===== config.mk =====
export PLATFORM = sky130hd
export DESIGN_NAME = regfile_initiator
export DESIGN_NICKNAME = d
export VERILOG_FILES = /design/src/rtl/regfile_pkg.sv /design/src/rtl/regfile_initiator.sv
export SDC_FILE = /design/constraint.sdc
export NUM_CORES = 1
export LEC_CHECK = 0
export BUFFER_PORTS_ARGS = -buffer_cell sky130_fd_sc_hd__buf_2
export CORE_UTILIZATION = 45
export CTS_BUF_LIST = sky130_fd_sc_hd__clkbuf_2 sky130_fd_sc_hd__clkbuf_4 sky130_fd_sc_hd__clkbuf_8
export DETAILED_ROUTE_END_ITERATION = 12
export GPL_TIMING_DRIVEN = 0
export HOLD_SLACK_MARGIN = 0.03
export PLACE_DENSITY = 0.8
export SLEW_MARGIN = 20
export SYNTH_ARGS = -nofsm -noshare
export SYNTH_HDL_FRONTEND = slang
export SYNTH_SLANG_ARGS = --single-unit
export TNS_END_PERCENT = 50

===== constraint.sdc =====
create_clock -name clk -period 1.87 [get_ports clk]
set_clock_uncertainty 0.1 [all_clocks]
set_input_delay 0.2805 -clock clk [delete_from_list [all_inputs] [get_ports clk]]
set_output_delay 0.2805 -clock clk [all_outputs]
set_load 0.02 [all_outputs]

===== src/rtl/regfile_pkg.sv =====
// Shared types and defaults for the register-file initiator and its host-side users.
// Latency: n/a (types and constants only).
// Backpressure: n/a.
package regfile_pkg;

  // Defaults shared with the register file; the initiator's WIDTH/ADDR start from these.
  localparam int unsigned RF_WIDTH = 32;
  localparam int unsigned RF_ADDR  = 4;

  // Initiator FSM states, in transaction order.
  typedef enum logic [2:0] {
    IDLE    = 3'd0,
    WRITE   = 3'd1,
    READ    = 3'd2,
    CAPTURE = 3'd3,
    RESP    = 3'd4
  } state_e;

  // One host request as carried on the request channel.
  typedef struct packed {
    logic                write;
    logic [RF_ADDR-1:0]  addr;
    logic [RF_WIDTH-1:0] wdata;
  } req_t;

endpackage


===== src/rtl/regfile_initiator.sv =====
// Purpose: turns valid/ready register requests into WrEn/RdEn slave cycles and returns one response each.
// Latency: rsp_valid rises 2 cycles after the accept cycle for writes, 3 cycles for reads.
// Backpressure: one transaction in flight; req_ready low until the response handshakes, response held stable.
//
// Ports:
//   clk, rst                          clock, asynchronous active-low reset
//   req_valid/req_ready               request handshake; req_write/req_addr/req_wdata payload
//   rsp_valid/rsp_ready               response handshake; rsp_write/rsp_rdata payload
//   WrEn/RdEn/Address/WrData/RdData   register-file slave interface (RdData valid the cycle after RdEn)
//   wr_count/rd_count                 saturating counts of completed writes/reads
module regfile_initiator
  import regfile_pkg::*;
#(
  parameter int unsigned WIDTH = RF_WIDTH,
  parameter int unsigned ADDR  = RF_ADDR,
  parameter int unsigned CNT_W = 16
) (
  input  logic             clk,
  input  logic             rst,

  input  logic             req_valid,
  output logic             req_ready,
  input  logic             req_write,
  input  logic [ADDR-1:0]  req_addr,
  input  logic [WIDTH-1:0] req_wdata,

  output logic             rsp_valid,
  input  logic             rsp_ready,
  output logic             rsp_write,
  output logic [WIDTH-1:0] rsp_rdata,

  output logic             WrEn,
  output logic             RdEn,
  output logic [ADDR-1:0]  Address,
  output logic [WIDTH-1:0] WrData,
  input  logic [WIDTH-1:0] RdData,

  output logic [CNT_W-1:0] wr_count,
  output logic [CNT_W-1:0] rd_count
);

  state_e             state_q;
  logic               req_ready_q;
  logic               wr_en_q;
  logic               rd_en_q;
  logic [ADDR-1:0]    addr_q;
  logic [WIDTH-1:0]   wdata_q;
  logic               rsp_valid_q;
  logic               rsp_write_q;
  logic [WIDTH-1:0]   rsp_rdata_q;
  logic [CNT_W-1:0]   wr_cnt_q;
  logic [CNT_W-1:0]   wr_cnt_d;
  logic [CNT_W-1:0]   rd_cnt_q;
  logic [CNT_W-1:0]   rd_cnt_d;

  logic               req_hs;
  logic               rsp_hs;

  // rsp_valid_q is only ever high in RESP, so the handshake alone marks completion.
  assign req_hs = req_valid & req_ready_q;
  assign rsp_hs = rsp_valid_q & rsp_ready;

  // Saturating completion counters: hold at all-ones rather than wrapping to 0.
  always_comb begin
    wr_cnt_d = wr_cnt_q;
    if (rsp_hs && rsp_write_q && (wr_cnt_q != '1)) begin
      wr_cnt_d = wr_cnt_q + 1'b1;
    end
  end

  always_comb begin
    rd_cnt_d = rd_cnt_q;
    if (rsp_hs && !rsp_write_q && (rd_cnt_q != '1)) begin
      rd_cnt_d = rd_cnt_q + 1'b1;
    end
  end

  // Single FSM with registered outputs. WrEn/RdEn are set only on the edge that
  // enters WRITE/READ and default low otherwise, so each is a one-cycle pulse and
  // the two can never overlap.
  always_ff @(posedge clk or negedge rst) begin
    if (!rst) begin
      state_q     <= IDLE;
      req_ready_q <= 1'b1;
      wr_en_q     <= 1'b0;
      rd_en_q     <= 1'b0;
      addr_q      <= '0;
      wdata_q     <= '0;
      rsp_valid_q <= 1'b0;
      rsp_write_q <= 1'b0;
      rsp_rdata_q <= '0;
      wr_cnt_q    <= '0;
      rd_cnt_q    <= '0;
    end else begin
      wr_en_q  <= 1'b0;
      rd_en_q  <= 1'b0;
      wr_cnt_q <= wr_cnt_d;
      rd_cnt_q <= rd_cnt_d;

      case (state_q)
        IDLE: begin
          if (req_hs) begin
            // Address/WrData are the slave-facing copies of the request; they
            // stay put until the next accept.
            addr_q      <= req_addr;
            wdata_q     <= req_wdata;
            req_ready_q <= 1'b0;
            if (req_write) begin
              state_q <= WRITE;
              wr_en_q <= 1'b1;
            end else begin
              state_q <= READ;
              rd_en_q <= 1'b1;
            end
          end
        end

        WRITE: begin
          // Slave commits the write on this edge; nothing to read back.
          state_q     <= RESP;
          rsp_valid_q <= 1'b1;
          rsp_write_q <= 1'b1;
          rsp_rdata_q <= '0;
        end

        READ: begin
          // Slave loads RdData on this edge; it becomes usable in CAPTURE.
          state_q <= CAPTURE;
        end

        CAPTURE: begin
          state_q     <= RESP;
          rsp_valid_q <= 1'b1;
          rsp_write_q <= 1'b0;
          rsp_rdata_q <= RdData;
        end

        RESP: begin
          if (rsp_ready) begin
            state_q     <= IDLE;
            rsp_valid_q <= 1'b0;
            req_ready_q <= 1'b1;
          end
        end

        default: begin
          state_q     <= IDLE;
          rsp_valid_q <= 1'b0;
          req_ready_q <= 1'b1;
        end
      endcase
    end
  end

  assign req_ready = req_ready_q;
  assign rsp_valid = rsp_valid_q;
  assign rsp_write = rsp_write_q;
  assign rsp_rdata = rsp_rdata_q;
  assign WrEn      = wr_en_q;
  assign RdEn      = rd_en_q;
  assign Address   = addr_q;
  assign WrData    = wdata_q;
  assign wr_count  = wr_cnt_q;
  assign rd_count  = rd_cnt_q;

endmodule


==> results.cfg <==
[yosys]
yosysTopAreaCell = dfrtp_1
ys_ff_latch = 108
ys_async_sr_fraction_pct = 100
synthTopCellsByArea = dfrtp_1 (59%), mux2_2 (9.7%), nand2_1 (6.4%), o21ai_0 (3.9%), xnor2_1 (2.5%)
synth_common_cells = dfrtp_1 (107), nand2_1 (78), mux2_2 (39)
yosys_most_used_dff = dfrtp_1
ys_types = 43
netlist.area_leader.share_pct = 58.9
yosys_warnings = 0
syn_avg_cell_area_sq_um = 11.7
synth_cells = 388
synth_edf_count = 0
ys_seq_area_share_pct = 59.5
syn_nets = 463
netlist_area_sq_mm = 0.00455
yosysMostFrequentCell = dfrtp_1

[critical_path]
rr_worst_depth = 6
worstSetupPathType = reg2reg
timing.rr.start = rd_count[0]
critPathMaxFanout = 9
critPathMaxStageDelay_ps = 450
cp_cell_sequence = ha_1, nand3_1, and4bb_2, buf_6, nor2_2, mux2_2
crit_path_start_kind = register
end_kind = register
worstPathArrival_ps = 1970
worst_ep_required_time_ps = 2010
worst-path-buf-inv = 1
cp_slowest_cell = dfrtp_2
critical-path-top-delay-family = simple AND/OR/NAND/NOR gates
rr_endpoint = rd_count[1]
rrSetupSlack_ps = 40

[pwr]
total_power_mw = 8.93
p_per_area_mw_per_mm2 = 1480
ir_drop_uv = 952
power.leakage_nw = 3.01

[worst_hold_path]
hp-class = in2reg
worstHoldEndpoint = WrData[29]
min_delay_path_depth = 2
hold_start = req_wdata[29]

[sta]
hold_violations = 0
worstMarginPinSlew_ps = 506
post-route-period-util_pct = 98.0
drv_slew = 0
max-slew-margin-rel_pct = 66.0
setup_ws_ps = 37.5
rsz0062_at_grt = true
finalCriticalPeriod_ps = 1830
fin_setup_tns_ps = 0
setup_viol = 0
hold_slack_ps = 56.7
fmax_mhz = 546

[cells_and_area]
nets = 662
antennaDiodeCount = 0
drive_gt1_share_pct = 43.6
area_delta_synth_final_pct = 32.5
fillers = 821
fin_area_sq_mm = 0.00602

[clock_tree]
cts.clk_slew.worst_paths_ps = 100
ctsHtreeMaxLevel = 3
cts_buffers = 9
cts_tree = done
clock_sink_count = 108
root_buffer = clkbuf_8
worstSkewPairLatency_ps = 350
cts.path.max_buffers = 2

[die]
row_count = 36
die_h_microns = 103
initial_core_util_pct = 46.5
die_area_sq_mm = 0.0105
core_area_sq_mm = 0.00977
die_w_microns = 103
ios = 178

[placement]
postPlaceCellArea_sq_mm = 0.00563
dp_hpwl_microns = 7730
io_buffers = 177
routabilityCongestion = 0.785
pre_cts_slack_ps = -305

[global_routing]
antenna_found_initial = 0
grt_max_degree = 71
grt_use_total_pct = 20.7
grt_pass1_wl_microns = 16800
grt_pass1_vias = 3544
gr-total-overflow = 0

[route]
wire_per_inst_microns = 14.3
drc_errors = 0
viasPerCell = 5.08
first_pass_iters = 4
drt-initial-drc-count = 109
vias = 3681
ant_nets = 0
drt-total-wl_microns = 10300

[outcome]
status = complete, no violations

[job]
maxCapViolCount = 0
## power by group
group | total, mW | internal (mW) | switching [mW]
sequential | 3.76 | 3.18 | 0.580
clock | 1.72 | 0.977 | 0.745
combinational | 3.45 | 1.33 | 2.12
total | 8.93 | 5.48 | 3.44
## how the worst max path moves through the flow
stage                     slack (ps)   startpoint      endpoint  depth (start not counted)
after floorplan                   10    req_ready    Address[3]                          5
after global placement          -710          rst  wr_count[14]                          1
after detailed placement        -310    req_ready    WrData[19]                          5
after CTS                         10  rd_count[0]   rd_count[1]                          6
after global routing             -40  rd_count[0]  rd_count[15]                          6
final                             40  rd_count[0]   rd_count[1]                          6
## stage by stage
stage	cells	util, %
global route	725	61.6
finish	725	61.6
global placement	698	57.3
detailed placement	699	57.6
floorplan	388	-
CTS	725	61.4
## timing repair
action / in CTS / in global routing
hold buffers: 8 / 0
gates cloned: 0 / 0
endpoints found under the setup margin: 38 / 55
buffers inserted: 2 / 0
gates resized for setup: 4 / 11
hold endpoints to repair: 45 / 0
## flip-flops by register name, indices dropped and copies added (netlist names)
| name | cells |
|---|---|
| WrData | 32 |
| rsp_rdata | 32 |
| rd_count | 16 |
| wr_count | 16 |
| Address | 4 |
| state_q | 3 |
| RdEn | 1 |
| WrEn | 1 |
| req_ready | 1 |
| rsp_valid | 1 |
| rsp_write | 1 |
## logic make-up (layout without fill, tap and decap cells)
logic type               count (synthesis)  count (layout)  synth area share (%)
AO/OA/AOI/OAI                           47              47                  5.67
XOR/XNOR                                25              25                  4.82
adder cells (fa/ha/maj)                  2               2                 0.550
buffers and inverters                   21             225                  2.12
flip-flops                             108             108                  59.5
multiplexers                            41              41                  10.1
AND/OR/NAND/NOR                        144             144                  17.2
## cell usage in the layout (no fill, tap or decap), types with 2 or more instances in the layout
master           n
mux2_2          39
nand2_1         78
clkbuf_2         3
buf_2          176
inv_1            5
clkbuf_4         2
nand3_4          2
xnor2_1         13
dlygate4sd3_1    8
and3_1           2
and4_1           4
nand3_1         12
o21ai_0         35
nor3_1           8
clkbuf_1         8
xor2_1          12
buf_4            2
nor2_1           7
nor3b_1          2
nor4_4           3
clkbuf_8        11
ha_1             2
and2_1           3
nor2b_1          2
bufinv_16        3
nor4_1           2
a31oi_1          3
dfrtp_1        106
buf_6            5
nand4_1          9
a21oi_1          4
o2111ai_1        3
## layer usage
metal | GRT usage (%) | routed length (microns) | up-vias
met5 | 0 | 0 | -
met4 | 8.79 | 201 | 0
met3 | 4.81 | 668 | 19
met2 | 34.1 | 5230 | 144
met1 | 26.3 | 4250 | 1774
li1 | - | - | 1744
## area by class of cell
class                   count  area (sq um)  area share [%]
clock inverters             4          95.1            1.58
well taps                 133           166            2.76
plain buffers              16          97.6            1.62
inverters                   5          18.8           0.312
flip-flops and latches    108          2710            44.9
clock buffers              12           159            2.64
repair buffers            188          1010            16.8
multi-input cells         259          1770            29.3
(Power assumes the default switching activity.)
